### config.mk
export PLATFORM = sky130hd
export DESIGN_NAME = sdram_capture_writer
export DESIGN_NICKNAME = d
export VERILOG_FILES = /design/src/rtl/scope_pkg.sv /design/src/rtl/sample_fifo.sv /design/src/rtl/sdram_capture_writer.sv
export SDC_FILE = /design/constraint.sdc
export NUM_CORES = 1
export LEC_CHECK = 0
export BUFFER_PORTS_ARGS = -buffer_cell sky130_fd_sc_hd__buf_2
export CORE_MARGIN = 3
export CORE_UTILIZATION = 64
export CTS_CLUSTER_DIAMETER = 30
export DETAILED_ROUTE_END_ITERATION = 7
export HOLD_SLACK_MARGIN = 0.15
export PLACE_DENSITY = 0.85
export SLEW_MARGIN = 40
export SYNTH_ARGS = -nofsm -noshare
export SYNTH_HDL_FRONTEND = slang
export SYNTH_SLANG_ARGS = --single-unit
### constraint.sdc
create_clock -name clk -period 6.6 [get_ports clk]
set_input_delay 1.32 -clock clk [delete_from_list [all_inputs] [get_ports clk]]
set_output_delay 1.32 -clock clk [all_outputs]
set_load 0.01 [all_outputs]
### src/rtl/scope_pkg.sv
// Shared types and default sizes for the SDRAM capture path.
package scope_pkg;

  localparam int ADDR_W_DEF     = 20;
  localparam int DATA_W_DEF     = 16;
  localparam int FIFO_DEPTH_DEF = 8;

  typedef enum logic [1:0] {
    IDLE    = 2'd0,
    CAPTURE = 2'd1,
    DRAIN   = 2'd2
  } state_e;

endpackage

### src/rtl/sample_fifo.sv
// Synchronous sample FIFO with a registered head word. A pushed sample
// becomes visible on dout/empty one cycle after the push, never the same cycle.
module sample_fifo #(
  parameter int DATA_W = 16,
  parameter int DEPTH  = 8
) (
  input  logic              clk,
  input  logic              reset_n,
  input  logic              push,
  input  logic              pop,
  input  logic [DATA_W-1:0] din,
  output logic [DATA_W-1:0] dout,
  output logic              full,
  output logic              empty
);

  localparam int PTR_W = $clog2(DEPTH);
  localparam logic [PTR_W:0] DEPTH_CNT = (PTR_W+1)'(DEPTH);

  logic [DATA_W-1:0] mem [DEPTH];
  logic [PTR_W-1:0]  wr_ptr_q, wr_ptr_d;
  logic [PTR_W-1:0]  rd_ptr_q, rd_ptr_d;
  logic [PTR_W:0]    count_q, count_d;
  logic [DATA_W-1:0] head_q, head_d;
  logic              push_ok, pop_ok;

  assign full  = (count_q == DEPTH_CNT);
  assign empty = (count_q == '0);
  assign dout  = head_q;

  // Next pointers, occupancy and head word; a push at full is refused even with a pop.
  always_comb begin
    push_ok  = push && !full;
    pop_ok   = pop && !empty;
    wr_ptr_d = wr_ptr_q;
    rd_ptr_d = rd_ptr_q;
    count_d  = count_q;
    head_d   = head_q;
    if (push_ok) wr_ptr_d = wr_ptr_q + PTR_W'(1);
    if (pop_ok)  rd_ptr_d = rd_ptr_q + PTR_W'(1);
    if (push_ok && !pop_ok)      count_d = count_q + (PTR_W+1)'(1);
    else if (pop_ok && !push_ok) count_d = count_q - (PTR_W+1)'(1);
    if (pop_ok) begin
      if (count_q > (PTR_W+1)'(1)) head_d = mem[rd_ptr_q + PTR_W'(1)];
      else if (push_ok)            head_d = din;
    end else if (empty && push_ok) begin
      head_d = din;
    end
  end

  // Sample storage; contents are don't-care until written.
  always_ff @(posedge clk) begin
    if (push_ok) mem[wr_ptr_q] <= din;
  end

  // Pointer, count and head registers.
  always_ff @(posedge clk or negedge reset_n) begin
    if (!reset_n) begin
      wr_ptr_q <= '0;
      rd_ptr_q <= '0;
      count_q  <= '0;
      head_q   <= '0;
    end else begin
      wr_ptr_q <= wr_ptr_d;
      rd_ptr_q <= rd_ptr_d;
      count_q  <= count_d;
      head_q   <= head_d;
    end
  end

endmodule

### src/rtl/sdram_capture_writer.sv
// Captures a fixed number of ADC samples and writes them to consecutive
// SDRAM word addresses through an Avalon-MM write master.
module sdram_capture_writer
  import scope_pkg::*;
#(
  parameter int ADDR_W     = ADDR_W_DEF,
  parameter int DATA_W     = DATA_W_DEF,
  parameter int FIFO_DEPTH = FIFO_DEPTH_DEF
) (
  input  logic              clk,
  input  logic              reset_n,
  input  logic [ADDR_W-1:0] base_addr,
  input  logic [ADDR_W-1:0] capture_len,
  input  logic              start,
  input  logic              abort,
  input  logic              adc_valid,
  input  logic [DATA_W-1:0] adc_data,
  output logic              adc_ready,
  output logic [ADDR_W-1:0] avm_address,
  output logic              avm_write,
  output logic [DATA_W-1:0] avm_writedata,
  input  logic              avm_waitrequest,
  output logic              busy,
  output logic              done,
  output logic              overflow
);

  state_e            state_q, state_d;
  logic [ADDR_W-1:0] base_q, base_d;
  logic [ADDR_W-1:0] len_q, len_d;
  logic [ADDR_W-1:0] acc_q, acc_d;
  logic [ADDR_W-1:0] wr_q, wr_d;
  logic              done_q, done_d;
  logic              ovf_q, ovf_d;
  logic              fifo_push, fifo_pop, fifo_full, fifo_empty;
  logic [DATA_W-1:0] fifo_dout;
  logic              ready_c;

  sample_fifo #(
    .DATA_W (DATA_W),
    .DEPTH  (FIFO_DEPTH)
  ) u_fifo (
    .clk     (clk),
    .reset_n (reset_n),
    .push    (fifo_push),
    .pop     (fifo_pop),
    .din     (adc_data),
    .dout    (fifo_dout),
    .full    (fifo_full),
    .empty   (fifo_empty)
  );

  // The FIFO is only ever non-empty while busy, so its state alone drives the write master.
  assign adc_ready     = ready_c;
  assign avm_write     = !fifo_empty;
  assign avm_writedata = fifo_dout;
  assign avm_address   = base_q + wr_q;
  assign busy          = (state_q != IDLE);
  assign done          = done_q;
  assign overflow      = ovf_q;

  // Next-state logic: sample acceptance, write completion and status flags.
  always_comb begin
    state_d   = state_q;
    base_d    = base_q;
    len_d     = len_q;
    acc_d     = acc_q;
    wr_d      = wr_q;
    done_d    = done_q;
    ovf_d     = ovf_q;
    ready_c   = (state_q == CAPTURE) && !fifo_full && (acc_q != len_q);
    fifo_push = adc_valid && ready_c && !abort;
    fifo_pop  = !fifo_empty && !avm_waitrequest;
    if (fifo_pop) wr_d = wr_q + ADDR_W'(1);
    case (state_q)
      IDLE: begin
        if (start) begin
          ovf_d = 1'b0;
          if (capture_len == '0) begin
            done_d = 1'b1;
          end else begin
            done_d  = 1'b0;
            base_d  = base_addr;
            len_d   = capture_len;
            acc_d   = '0;
            wr_d    = '0;
            state_d = CAPTURE;
          end
        end
      end
      CAPTURE: begin
        if (adc_valid && fifo_full) ovf_d = 1'b1;
        if (fifo_push) acc_d = acc_q + ADDR_W'(1);
        if (abort || (acc_d == len_q)) state_d = DRAIN;
      end
      DRAIN: begin
        if (fifo_empty) begin
          state_d = IDLE;
          done_d  = 1'b1;
        end
      end
      default: state_d = IDLE;
    endcase
  end

  // Control state, latched capture parameters, counters and sticky flags.
  always_ff @(posedge clk or negedge reset_n) begin
    if (!reset_n) begin
      state_q <= IDLE;
      base_q  <= '0;
      len_q   <= '0;
      acc_q   <= '0;
      wr_q    <= '0;
      done_q  <= 1'b0;
      ovf_q   <= 1'b0;
    end else begin
      state_q <= state_d;
      base_q  <= base_d;
      len_q   <= len_d;
      acc_q   <= acc_d;
      wr_q    <= wr_d;
      done_q  <= done_d;
      ovf_q   <= ovf_d;
    end
  end

endmodule

==> results of run 1 <==
[final timing paths]
path / slack [ns] / end / start
max: 1.79 / avm_address[18] / wr_q[0]
min: 0.47 / u_fifo.dout[4] / u_fifo.dout[4]
max reg2reg: 2.97 / u_fifo.count_q[3] / len_q[18]
min reg2reg: 0.47 / u_fifo.dout[4] / u_fifo.dout[4]
max in group asynchronous: 4.76 / acc_q[3] / reset_n
min in group asynchronous: 0.81 / base_q[13] / reset_n
[stage by stage]
stage	setup slack [ns]	utilization (%)	power (uW)	hold slack, ns	cells
6_report	1.790	79.11	6388	0.4735	1275
4_1_cts	1.753	79.09	6416	0.4833	1274
3_3_place_gp	2.500	70.22	4007	0.4602	1193
5_1_grt	1.563	79.09	6697	0.5002	1274
2_1_floorplan	2.513	-	3509	0.4635	887
3_5_place_dp	2.378	70.48	4078	0.4671	1197
[sequential cells by signal, summed over array words and instances (netlist names)]
register,cells
u_fifo.dout,16
u_fifo.count_q,4
u_fifo.rd_ptr_q,3
wr_q,20
overflow,1
state_q,2
base_q,20
done,1
u_fifo.wr_ptr_q,3
len_q,20
acc_q,20
u_fifo.mem,128
[area by class of cell]
type | instances | area [um^2]
Inverter | 23 | 93.84
Tap cell | 225 | 281.5
Timing Repair Buffer | 120 | 663.1
Multi-Input combinational cell | 591 | 4639
Sequential cell | 238 | 6598
Clock buffer | 51 | 1146
Fill cell | 960 | 3638
Clock inverter | 26 | 354.1
Antenna cell | 1 | 2.502
[cells in the mapped netlist (8+ instances only)]
cell type | number | area, um^2
a21oi_1 | 32 | 160.2
clkbuf_1 | 17 | 63.81
dfrtp_1 | 110 | 2753
edfxtp_1 | 128 | 3844
ha_1 | 27 | 337.8
inv_1 | 22 | 82.58
mux2_2 | 41 | 461.7
mux2i_1 | 23 | 230.2
mux4_2 | 32 | 720.7
nand2_1 | 88 | 330.3
nand3_1 | 15 | 75.07
nand4_1 | 9 | 56.30
nor2_1 | 54 | 202.7
nor3_1 | 13 | 65.06
nor4_1 | 10 | 62.56
o21a_1 | 8 | 60.06
o21ai_0 | 62 | 310.3
xnor2_1 | 28 | 245.2
xor2_1 | 42 | 367.9
[power by group through the flow]
stage	Clock (uW)	Combinational, uW	Sequential [uW]
after floorplan	0	1480	2030
after global routing	2350	2260	2090
after global placement	0	1960	2050
final	2260	2070	2060
after CTS	2280	2080	2050
after detailed placement	0	2010	2070
[worst max-delay path, stage by stage (launching register included)]
cell	delay, ns
dfrtp_1	0.45
ha_1	0.22
inv_1	0.06
fa_1	0.41
nor2b_1	0.13
o21a_1	0.13
o21ai_0	0.10
a21oi_1	0.26
o21ai_0	0.19
a21bo_2	0.24
a21oi_1	0.25
nor4_1	0.08
a311o_1	0.31
buf_2	0.14
[metal layers]
layer | part of all wire (%) | vias up
met5 | 0 | -
met4 | 3.1 | 0
met3 | 6.4 | 80
met2 | 51 | 341
met1 | 39 | 3895
li1 | - | 3560
[logic make-up after synthesis]
logic type | synth area share (%)
AOI/OAI and AO/OA | 7.976
xor gates and xnor gates | 5.646
adders and majority gates | 3.129
buffers and inverters | 2.396
DFF | 57.68
muxes | 12.35
and+or+nand+nor | 10.82
==> flow_metrics.tcl, run 1 <==
set metrics [dict create \
    design_area_um2 13780 \
    grt_pass1_vias 8267 \
    critPathKind "flip-flop to primary output" \
    dieArea_um2 19510 \
    syn_area_per_cell_um2 12.89 \
    final_nets 1106 \
    first_iter_violations 630 \
    via_per_inst 6.177 \
    cap_violations 0 \
    finalHoldViolCount 0 \
    rsz0062_at_grt "no" \
    postPlaceCellArea_um2 12280 \
    num_io_pins 103 \
    grt_util_met3_pct 4.845 \
    h-tree-depth 2 \
    insertion_delay_ns 0.53 \
    synth-seq-cells 238 \
    synth_cell_types 76 \
    rows 48 \
    syn_area_um2 11440 \
    leakage_uw 0.005566 \
    cts_inserted_buffers 42 \
    dp_hpwl_um 15870 \
    p_comb_share_pct 32.4 \
    routedWlPerCell_um 21.13 \
    clk_pin_slew_worst_paths_ns 0.06 \
    critical_path.max_fanout 5 \
    status "finished, final reports clean" \
    final_cell_mix "edfxtp_1 (128), dfrtp_1 (109), buf_2 (101)" \
    clock_sinks 238 \
    period_share_pct 72.89 \
    switching_share_pct 33.42 \
    grt.total_usage_pct 28.18 \
    tns_ns 0 \
    grt_overflow 0 \
    drtAntennaViolNets 0 \
    cts_tree "yes" \
    period_needed_ns 4.810 \
    grt_start_max_net_pins 72 \
    drv_slew 0 \
    hold_depth 2 \
    worst_slew_pin_slew_ns 0.6732 \
    vias 7876 \
    max_clock_freq_mhz 207.9 \
    met1_usage_pct 36.54 \
    post_cts_buffers 0 \
    cts.path.max_buffers 3 \
    hold_class "flip-flop to flip-flop" \
    die_y_um 139.7 \
    design.core.area_um2 17420 \
    synthArstFlopShare_pct 46.22 \
    cp-start-kind "flip-flop" \
    die_w_um 139.7 \
    drc 0 \
    synth_edf_count 128 \
    skew_ns 0.01939 \
    firstDrtPassIters 7 \
    rr_worst_depth 10 \
    synth_flop_cell "edfxtp_1" \
    layout-drive-gt1-share_pct 28.98 \
    portBuffers 102 \
    initial_core_util_pct 65.66 \
    grt_pass1_wl_um 43790 \
    crit_path_end_kind "primary output" \
    peakVddDrop_v 0.0003675 \
    seq_power_share_pct 32.2 \
    grt_use_met2_pct 47.25 \
    cts_resized 0 \
    p_clk_share_pct 35.4 \
    antenna_found_initial 0 \
    hold_buffers 0 \
    p_per_area_nw_per_um2 463.6 \
    yosys_warnings 0 \
    gp_congestion 0.8995 \
    power_switching_uw 2135 \
    cts_root_buf "clkbuf_16" \
    syn_inst 887 \
    top_usage_layer "met2" \
    syn_nets 977 \
    synth_seq_area_share_pct 57.68 \
    worstPathArrival_ns 3.49 \
    wirelength_um 26940 \
    relSlewSlack_pct 55.12 \
    area.growth.synth_to_final_pct 20.48 \
    critical_path_required_ns 5.28 \
    setup_viol 0 \
    layout_commonest_cell "edfxtp_1" \
    p_int_uw 4253 \
]
(Power assumes the default switching activity.)
==> inputs of run 2 (changes only) <==
CORE_UTILIZATION = 54   (was 64)
PLACE_DENSITY = 0.76   (was 0.85)
clock period = 4.4 ns   (was 6.6 ns; I/O delays follow)
==> flow_metrics.tcl, run 2 (synthesis gave the netlist of run 1 again) <==
set metrics [dict create \
    cts_tree "yes" \
    routedWlPerCell_um 19.33 \
    grt_pass1_vias 7880 \
    design_area_um2 14040 \
    dp_hpwl_um 15940 \
    skew_ns 0.02015 \
    cts_inserted_buffers 47 \
    h-tree-depth 2 \
    post_cts_buffers 0 \
    grt_overflow 0 \
    drv_slew 0 \
    crit_path_end_kind "primary output" \
    vias 7612 \
    postPlaceCellArea_um2 12350 \
    worstPathArrival_ns 3.25 \
    finalHoldViolCount 0 \
    p_per_area_nw_per_um2 706.6 \
    rsz0062_at_grt "no" \
    relSlewSlack_pct 52.49 \
    critical_path.max_fanout 5 \
    nFillCells 1415 \
    die_w_um 151.5 \
    setup_viol 0 \
    final_nets 1111 \
    grt_start_max_net_pins 70 \
    firstDrtPassIters 5 \
    die_y_um 151.5 \
    max_clock_freq_mhz 242.1 \
    worst_slew_pin_slew_ns 0.7088 \
    insertion_delay_ns 0.52 \
    grt.total_usage_pct 23.11 \
    drc 0 \
    rows 52 \
    grt_pass1_wl_um 41190 \
    final_cell_mix "edfxtp_1 (128), dfrtp_1 (108), buf_2 (101)" \
    design.core.area_um2 20490 \
    area.growth.synth_to_final_pct 22.74 \
    cts_root_buf "clkbuf_16" \
    num_io_pins 103 \
    layout_commonest_cell "edfxtp_1" \
    multi_input_area_um2 4663 \
    hold_buffers 0 \
    cp-start-kind "flip-flop" \
    period_share_pct 93.88 \
    tns_ns 0 \
    peakVddDrop_v 0.0003746 \
    via_per_inst 5.732 \
    initial_core_util_pct 55.80 \
    clock_sinks 238 \
    largest_reg_flops 128 \
    portBuffers 102 \
    cts.path.max_buffers 3 \
    status "finished, final reports clean" \
    first_iter_violations 528 \
    critPathKind "flip-flop to primary output" \
    drtAntennaViolNets 0 \
    leakage_uw 0.005648 \
    dieArea_um2 22960 \
    clk_pin_slew_worst_paths_ns 0.04 \
    gp_congestion 0.8885 \
    layout-drive-gt1-share_pct 29.61 \
    wirelength_um 25670 \
    cap_violations 0 \
    hold_class "primary input to asynchronous set/reset pin" \
    period_needed_ns 4.131 \
    critical_path_required_ns 3.52 \
    regArea_um2 6599 \
    antenna_found_initial 3 \
    top_register "u_fifo.mem" \
    power.total_uw 9918 \
]
-- run 2: changes by cell type in the layout (fill, tap and decap cells not counted), moves of 2 or more --
cell / change
clkbuf_16: +6
inv_8: -4
buf_6: -3
bufinv_16: +3
clkinv_2: +3
clkinv_8: -3
a21oi_1: -2
buf_4: +2
clkinv_1: +2
inv_6: +2
-- run 2: per-layer routing --
metal,vias to the layer above,wire [um],GRT usage [%]
li1,3570,-,-
met1,3713,10640,30.52
met2,261,12660,37.52
met3,64,1588,5.294
met4,4,759,9.119
met5,-,19,0
-- run 2: final cells by class --
cell class	count	share of cell area, %
Clock inverter	28	2.719
Timing Repair Buffer	120	4.787
Inverter	23	0.6686
Antenna cell	1	0.01783
Multi-Input combinational cell	591	33.22
Clock buffer	57	9.164
Sequential cell	238	47.01
Tap cell	270	2.407
-- run 2: worst max-delay path, stage by stage, from the launching register on --
cell	delay (ns)
dfrtp_2	0.40
ha_1	0.20
inv_1	0.06
fa_1	0.41
nor2b_1	0.14
o21a_1	0.14
o21ai_0	0.12
a21oi_2	0.19
o21ai_0	0.17
a21bo_2	0.24
a21oi_2	0.17
nor4_1	0.06
a311o_1	0.30
buf_2	0.14
-- run 2: worst paths after layout --
| path | to | startpoint | cells past startpoint | slack, ns |
|---|---|---|---|---|
| worst max-delay path | avm_address[18] | wr_q[0] | 13 | 0.27 |
| worst min-delay path | len_q[12] | reset_n | 1 | 0.35 |
| worst max register to register | u_fifo.mem[3][1] | u_fifo.count_q[0] | 9 | 1.02 |
| worst min register to register | u_fifo.dout[6] | u_fifo.dout[6] | 2 | 0.47 |
| max in group asynchronous | acc_q[3] | reset_n | 2 | 3.20 |
| min in group clk | u_fifo.dout[6] | u_fifo.dout[6] | 2 | 0.47 |
-- run 2: stage by stage --
step                      util (%)  setup WS, ns  cells  hold WS, ns
final                        68.49        0.2693   1328       0.3543
after floorplan                  -        0.6389    887       0.4635
after CTS                    68.38       0.05933   1327       0.3809
after global placement       60.05        0.7199   1241       0.4577
after detailed placement     60.24        0.6406   1242       0.4653
after global routing         68.49       0.05858   1328       0.4020
-- run 2: report_power, final --
group | total, uW | leakage [uW] | internal, uW | switching (uW)
Sequential | 3090 | 0.00254 | 2750 | 340
Clock | 3720 | 0.000813 | 2550 | 1170
Combinational | 3110 | 0.00230 | 1470 | 1640
Total | 9920 | 0.00565 | 6770 | 3150
-- run 2: repair_timing --
| action | CTS | global route |
|---|---|---|
| endpoints found under the setup margin | 0 | 1 |
| hold endpoints to repair | 0 | 0 |
| gates resized for setup | 0 | 3 |
==> inputs of run 3 (changes only) <==
CORE_ASPECT_RATIO = 1.2   (was default)
==> flow_metrics.tcl, run 3 (synthesis gave the netlist of run 1 again) <==
set metrics [dict create \
    status "finished, final reports clean" \
    final_cell_mix "edfxtp_1 (128), dfrtp_1 (108), buf_2 (101)" \
    initial_core_util_pct 55.68 \
    rr_worst_depth 10 \
    first_iter_violations 482 \
    h-tree-depth 2 \
    max_clock_freq_mhz 243.4 \
    grt.total_usage_pct 21.63 \
    tns_ns 0 \
    portBuffers 102 \
    peakVddDrop_v 0.0004223 \
    cts_inserted_buffers 41 \
    finalHoldViolCount 0 \
    critPathKind "flip-flop to primary output" \
    setup_viol 0 \
    dieArea_um2 22970 \
    worstPathArrival_ns 3.23 \
    insertion_delay_ns 0.51 \
    placed_cells 1236 \
    design.core.area_um2 20540 \
    drtAntennaViolNets 0 \
    die_y_um 165.4 \
    drv_slew 0 \
    postPlaceCellArea_um2 12310 \
    area.growth.synth_to_final_pct 20.35 \
    final_nets 1104 \
    largest_reg_flops 128 \
    r2r_start "acc_q[6]" \
    num_io_pins 103 \
    fin_cells 1312 \
    cp-start-kind "flip-flop" \
    regToRegSetupSlack_ns 0.93 \
    clk_pin_slew_worst_paths_ns 0.06 \
    rows 57 \
    design_area_um2 13760 \
    layout_commonest_cell "edfxtp_1" \
    crit_path_end_kind "primary output" \
    power.total_uw 9302 \
    drc 0 \
    dp_hpwl_um 15540 \
    cts_tree "yes" \
    leakage_uw 0.005507 \
    rr_endpoint "u_fifo.count_q[3]" \
    routedWlPerCell_um 18.46 \
    critical_path.max_fanout 5 \
    top_register "u_fifo.mem" \
    cts.path.max_buffers 3 \
    firstDrtPassIters 5 \
    die_w_um 138.8 \
    cap_violations 0 \
    clock_sinks 238 \
    grt_pass1_wl_um 39830 \
    period_needed_ns 4.108 \
    skew_ns 0.01901 \
    layout-drive-gt1-share_pct 29.32 \
    vias 7522 \
    period_share_pct 93.36 \
    rsz0062_at_grt "no" \
    antenna_found_initial 0 \
    hold_class "primary input to asynchronous set/reset pin" \
    worst_slew_pin_slew_ns 0.7546 \
    grt_pass1_vias 7809 \
    gp_congestion 0.8949 \
    critical_path_required_ns 3.52 \
    grt_overflow 0 \
    via_per_inst 5.733 \
    nFillCells 1513 \
    grt_start_max_net_pins 72 \
    cts_root_buf "clkbuf_16" \
    antenna_cells 0 \
    p_per_area_nw_per_um2 675.9 \
    wirelength_um 24220 \
    relSlewSlack_pct 49.47 \
]
==> run 3: cell types whose count changed in the layout (fill, tap and decap cells not counted), moves of 2 or more <==
cell,previous run,this run
clkbuf_16,49,43
bufinv_16,8,4
clkbuf_1,5,1
clkinvlp_4,3,8
inv_6,6,4
inv_8,2,4
clkinv_2,6,2
clkinv_4,2,5
==> run 3: where the power goes <==
| part | internal, uW | leakage, uW | switching [uW] |
|---|---|---|---|
| sequential | 2740 | 0.00254 | 315 |
| combinational | 1430 | 0.00228 | 1570 |
| clock | 2110 | 0.000685 | 1130 |
| total | 6290 | 0.00551 | 3020 |
==> run 3: critical path, stage by stage, from the launching register on <==
cell and delay, ns:
dfrtp_2 0.40, ha_1 0.17, inv_1 0.05, fa_1 0.40, nor2b_1 0.15, o21a_1 0.14, o21ai_0 0.12, a21oi_2 0.19
o21ai_0 0.16, a21bo_2 0.24, a21oi_2 0.18, nor4_1 0.06, a311o_1 0.31, buf_2 0.14
==> run 3: per-layer routing <==
layer / vias to the layer above / share of wire (%) / track usage (%)
li1: 3546 / - / -
met1: 3706 / 43 / 27.67
met2: 221 / 50 / 37.56
met3: 49 / 5.0 / 4.205
met4: 0 / 2.5 / 7.073
met5: - / 0 / 0
==> run 3: timing repair <==
| item | 4_1_cts | 5_1_grt |
|---|---|---|
| hold buffers | 0 | 0 |
| gates resized for setup | 0 | 3 |
| setup endpoints to repair | 0 | 1 |
| buffers inserted | 0 | 0 |
==> run 3: how the worst max path moves through the flow <==
stage	start	endpoint	slack, ns
after global placement	wr_q[0]	avm_address[18]	0.70
final	wr_q[0]	avm_address[18]	0.29
after floorplan	acc_q[10]	u_fifo.mem[4][0]	0.64
after global routing	wr_q[0]	avm_address[18]	0.04
after detailed placement	wr_q[0]	avm_address[18]	0.64
after CTS	wr_q[0]	avm_address[18]	0.08
==> run 3: final cells by class <==
type / count / area (um^2) / area share [%]
flip-flops and latches: 238 / 6599 / 47.95
multi-input cells: 591 / 4637 / 33.69
clock buffers: 48 / 1135 / 8.245
repair buffers: 119 / 656.9 / 4.773
well taps: 265 / 331.6 / 2.409
clock inverters: 28 / 310.3 / 2.255
inverters: 23 / 93.84 / 0.6818
==> run 3: metrics by stage <==
stage / setup slack [ns] / utilization (%) / hold WS (ns)
finish: 0.2920 / 67.01 / 0.3799
global route: 0.03545 / 67.01 / 0.4273
CTS: 0.08209 / 66.97 / 0.3988
detailed placement: 0.6367 / 59.93 / 0.4655
global placement: 0.7041 / 59.90 / 0.4565
floorplan: 0.6389 / - / 0.4635
